$ cat src/rtl/ysyx_22040759_icache_axi_rd.sv
// rtl/ysyx_22040759_icache_axi_rd.sv - icache miss refill engine: one single-beat AXI read per miss
module ysyx_22040759_icache_axi_rd #(
    parameter int              ID_W   = 4,
    parameter logic [ID_W-1:0] AXI_ID = 4'h0
) (
    input  logic            clk,
    input  logic            rst,

    input  logic            icache_ram_ren,
    input  logic [63:0]     icache_ram_raddr,
    output logic [63:0]     ram_icache_rdata,
    output logic            icache_data_valid,
    output logic            rd_err,

    output logic            axi_ar_valid_o,
    input  logic            axi_ar_ready_i,
    output logic [63:0]     axi_ar_addr_o,
    output logic [ID_W-1:0] axi_ar_id_o,
    output logic [7:0]      axi_ar_len_o,
    output logic [2:0]      axi_ar_size_o,
    output logic [1:0]      axi_ar_burst_o,
    output logic [2:0]      axi_ar_prot_o,

    input  logic            axi_r_valid_i,
    output logic            axi_r_ready_o,
    input  logic [63:0]     axi_r_data_i,
    input  logic [1:0]      axi_r_resp_i,
    input  logic            axi_r_last_i,
    input  logic [ID_W-1:0] axi_r_id_i,

    output logic [31:0]     miss_cnt_o
);

    localparam logic [1:0] IDLE = 2'd0;
    localparam logic [1:0] ADDR = 2'd1;
    localparam logic [1:0] DATA = 2'd2;
    localparam logic [1:0] RESP = 2'd3;

    logic [1:0]  state_q, state_d;
    logic [63:0] addr_q,  addr_d;
    logic [63:0] rdata_q, rdata_d;
    logic        err_q,   err_d;
    logic [31:0] cnt_q,   cnt_d;

    logic        beat_ours;

    // A beat belongs to us only when it carries our ID; foreign beats are drained and dropped
    assign beat_ours = axi_r_valid_i && (axi_r_id_i == AXI_ID);

    // Next-state and datapath update for the refill sequence
    always_comb begin
        state_d = state_q;
        addr_d  = addr_q;
        rdata_d = rdata_q;
        err_d   = err_q;
        cnt_d   = cnt_q;
        case (state_q)
            IDLE: begin
                if (icache_ram_ren) begin
                    addr_d  = {icache_ram_raddr[63:3], 3'b000};
                    state_d = ADDR;
                end
            end
            ADDR: begin
                if (axi_ar_ready_i) begin
                    state_d = DATA;
                end
            end
            DATA: begin
                if (beat_ours) begin
                    rdata_d = axi_r_data_i;
                    if (axi_r_resp_i != 2'b00) begin
                        err_d = 1'b1;
                    end
                    if (axi_r_last_i) begin
                        state_d = RESP;
                    end
                end
            end
            RESP: begin
                cnt_d   = cnt_q + 32'd1;
                err_d   = 1'b0;
                state_d = IDLE;
            end
            default: state_d = IDLE;
        endcase
    end

    // State registers; reset abandons any in-flight read outright
    always_ff @(posedge clk) begin
        if (rst) begin
            state_q <= IDLE;
            addr_q  <= 64'd0;
            rdata_q <= 64'd0;
            err_q   <= 1'b0;
            cnt_q   <= 32'd0;
        end else begin
            state_q <= state_d;
            addr_q  <= addr_d;
            rdata_q <= rdata_d;
            err_q   <= err_d;
            cnt_q   <= cnt_d;
        end
    end

    assign axi_ar_valid_o    = (state_q == ADDR);
    assign axi_ar_addr_o     = addr_q;
    assign axi_ar_id_o       = AXI_ID;
    assign axi_ar_len_o      = 8'd0;
    assign axi_ar_size_o     = 3'b011;
    assign axi_ar_burst_o    = 2'b01;
    assign axi_ar_prot_o     = 3'b100;
    assign axi_r_ready_o     = (state_q == DATA);

    assign icache_data_valid = (state_q == RESP);
    assign rd_err            = (state_q == RESP) && err_q;
    assign ram_icache_rdata  = rdata_q;
    assign miss_cnt_o        = cnt_q;

endmodule

$ cat config.mk
export PLATFORM = sky130hd
export DESIGN_NAME = ysyx_22040759_icache_axi_rd
export DESIGN_NICKNAME = d
export VERILOG_FILES = /design/src/rtl/ysyx_22040759_icache_axi_rd.sv
export SDC_FILE = /design/constraint.sdc
export NUM_CORES = 1
export LEC_CHECK = 0
export ABC_AREA = 1
export ABC_CLOCK_PERIOD_IN_PS = 4200
export CAP_MARGIN = 20
export CORE_AREA = 2 2 126 128
export CTS_CLUSTER_SIZE = 12
export DETAILED_ROUTE_END_ITERATION = 10
export DIE_AREA = 0 0 128 130
export PLACE_DENSITY = 0.95
export SYNTH_ARGS = -nofsm -noshare
export SYNTH_HDL_FRONTEND = slang
export SYNTH_SLANG_ARGS = --single-unit
$ cat constraint.sdc
create_clock -name clk -period 4.2 [get_ports clk]
set_clock_uncertainty 0.05 [all_clocks]
set_input_delay 0.63 -clock clk [delete_from_list [all_inputs] [get_ports clk]]
set_output_delay 0.63 -clock clk [all_outputs]
set_load 0.05 [all_outputs]
==> out/metrics.csv <==
metric,value,unit
yosysTopAreaCellShare,0.487,
fp.dieH,130,um
timing.rr.start,state_q[0],
cpPeakStageDelay,820,ps
r2r_cells,7,
drt-pass1-iter-count,5,
die_w,128,um
grt_max_degree,77,
drv_cap,0,
crit_required,3520,ps
wl,20.4,mm
ys_ff_latch,160,
yosysSeqAreaShare,0.487,
final_cell_area,10100,sq um
synthCells,886,
crit_chain,ha_1 -> nand2_1 -> inv_1 -> clkdlybuf4s50_1,
layout-drive-gt1-share,0.0565,
fmaxAchievable,329,MHz
initial_core_util,0.427,
maxSlewViolCount,0,
rsz0062_at_grt,false,
tritoncts,yes,
gp_congestion,0.828,
synth_area,6580,sq um
h-tree-depth,4,
row_count,46,
synth_cell_types,31,
min_period_over_period,0.724,
syn_to_final_growth,53.5,%
hold_viol,0,
cts_resized,0,
timing.final.ws_setup,1160,ps
critPathSlowestCell,clkdlybuf4s50_1,
place_area,9560,sq um
crit_start,state_q[1],
clockBufferDepth,2,
slew_headroom,0.459,
reg2reg_to,axi_ar_addr_o[16],
grt_usage,0.240,
ys_top_cells_by_area,"dfxtp_1 49%, nor2_1 14%, o21ai_0 9.0%",
grt_pass1_vias,6447,
ant_nets,0,
setup_viol,0,
grt_pass1_wl,31.8,mm
cts.sinks,160,
place_ws,1440,ps
initialDrtViolationCount,595,
layout_min_cycle_time,3040,ps
antenna_cells,0,
critPathCaptureType,output port,
cp-start-kind,register,
ys_warn_count,0,
final_util,0.655,
grt_antenna_before_repair,0,
p_total,4990,uW
fill_cells,1242,
dp_hpwl,14.4,mm
yosysTopAreaCell,dfxtp_1,
hold_buffers,0,
finalNetCount,1304,
cts_setup_buffers,0,
peakVddDrop,320,uV
boundaryPins,324,
outcome,finished clean,
cp_max_fo,13,
worst_pin_slew,811,ps
vias_per_cell,4.99,
setup_tns,0,ps
vias,6787,
overflow,0,
drt-wirelength-per-cell,15.0,um
holdCritPathClass,register to register,
port_buffers,297,
cts-buffers-inserted,17,
drcViolationCount,0,
clock-root-buffer,clkbuf_16,
setup.worst_path.end,rd_err,
rrSetupSlack,1840,ps
path_class,register to output port,
core_area,15400,sq um
path_clk_slew,60,ps
worstSkewPairLatency,420,ps
worstPathArrival,2360,ps
p_per_area,494,nW/um^2
avgSynthCellArea,7.43,sq um
leakage,0.00382,uW
dieArea,16600,sq um
per-stage QoR:
step,hold WS [ps],instances
after floorplan,389,907
after global placement,400,1331
after detailed placement,410,1331
after CTS,421,1361
after global routing,444,1361
final,418,1361
layout make-up:
class                   instances  area, sq um  area share
clock buffers                  20          457      0.0452
clock inverters                10         90.1     0.00892
inverters                      35          133      0.0131
multi-input cells             639         2950       0.292
flip-flops and latches        160         3200       0.317
well taps                     192          240      0.0238
repair buffers                305         3030       0.300
placed cells by master, fill, tap and decap left out, types with 12 or more instances in the layout:
cell type and n:
clkbuf_16 17, nor3_1 73, o21ai_0 119, nand2_1 76, nor2_1 246, conb_1 23
dfxtp_1 160, inv_1 31, o21ai_1 12, a21oi_1 19, nand3_1 25, clkdlybuf4s50_1 297
power by group:
| group | leakage (uW) | switching, uW | internal, uW |
|---|---|---|---|
| registers | 0.00130 | 92.2 | 1700 |
| clock network | 0.000264 | 608 | 837 |
| logic | 0.00225 | 1200 | 558 |
per-layer routing:
metal  global-route usage  vias to the layer above  share of wire
met2                0.412                      277           0.50
li1                     -                     3373              -
met4                0.118                        0          0.033
met3               0.0681                       52          0.070
met5                    0                        -              0
met1                0.278                     3085           0.39
logic make-up after synthesis:
logic type / Yosys count / synth area share
adders and majority gates: 6 / 0.0114
DFF: 160 / 0.487
and+or+nand+nor: 455 / 0.303
AOI/OAI and AO/OA: 151 / 0.115
xor gates and xnor gates: 4 / 0.00532
buffers and inverters: 108 / 0.0776
other: 2 / 0.00114
synthesized netlist by cell type:
library cell,instances
a21oi_1,19
buf_1,1
buf_2,6
buf_4,24
buf_6,1
clkbuf_1,41
clkinv_1,1
conb_1,2
dfxtp_1,160
ha_1,6
inv_1,33
inv_2,1
nand2_1,76
nand2_2,3
nand2_4,1
nand3_1,25
nand3_2,4
nand3_4,1
nand3b_1,1
nand4_1,6
nor2_1,246
nor2_2,8
nor2_4,8
nor3_1,73
nor3b_1,2
o21ai_0,119
o21ai_1,12
o31ai_1,1
or2_2,1
xnor2_1,2
xor2_1,2
worst max-delay path: cells and delay by family (launching register included):
| kind | cells | cell delay [ps] |
|---|---|---|
| flip-flops | 1 | 360 |
| AND/OR/NAND/NOR | 1 | 110 |
| buffers and inverters | 2 | 900 |
| adder cells (fa/ha/maj) | 1 | 570 |
state kept, by name (all words and copies together), names as in the netlist:
name and flops:
ram_icache_rdata 64, axi_ar_addr_o 61, miss_cnt_o 32, state_q 2, err_q 1
worst min path at each step:
| stage | end | slack, ps | startpoint | depth (start not counted) |
|---|---|---|---|---|
| 3_3_place_gp | err_q | 400 | err_q | 2 |
| 3_5_place_dp | err_q | 410 | err_q | 2 |
| 4_1_cts | err_q | 420 | err_q | 2 |
| 5_1_grt | err_q | 440 | err_q | 2 |
| 2_1_floorplan | err_q | 390 | err_q | 2 |
| 6_report | err_q | 420 | err_q | 2 |
Note: power is estimated with default switching activity, not from simulation.
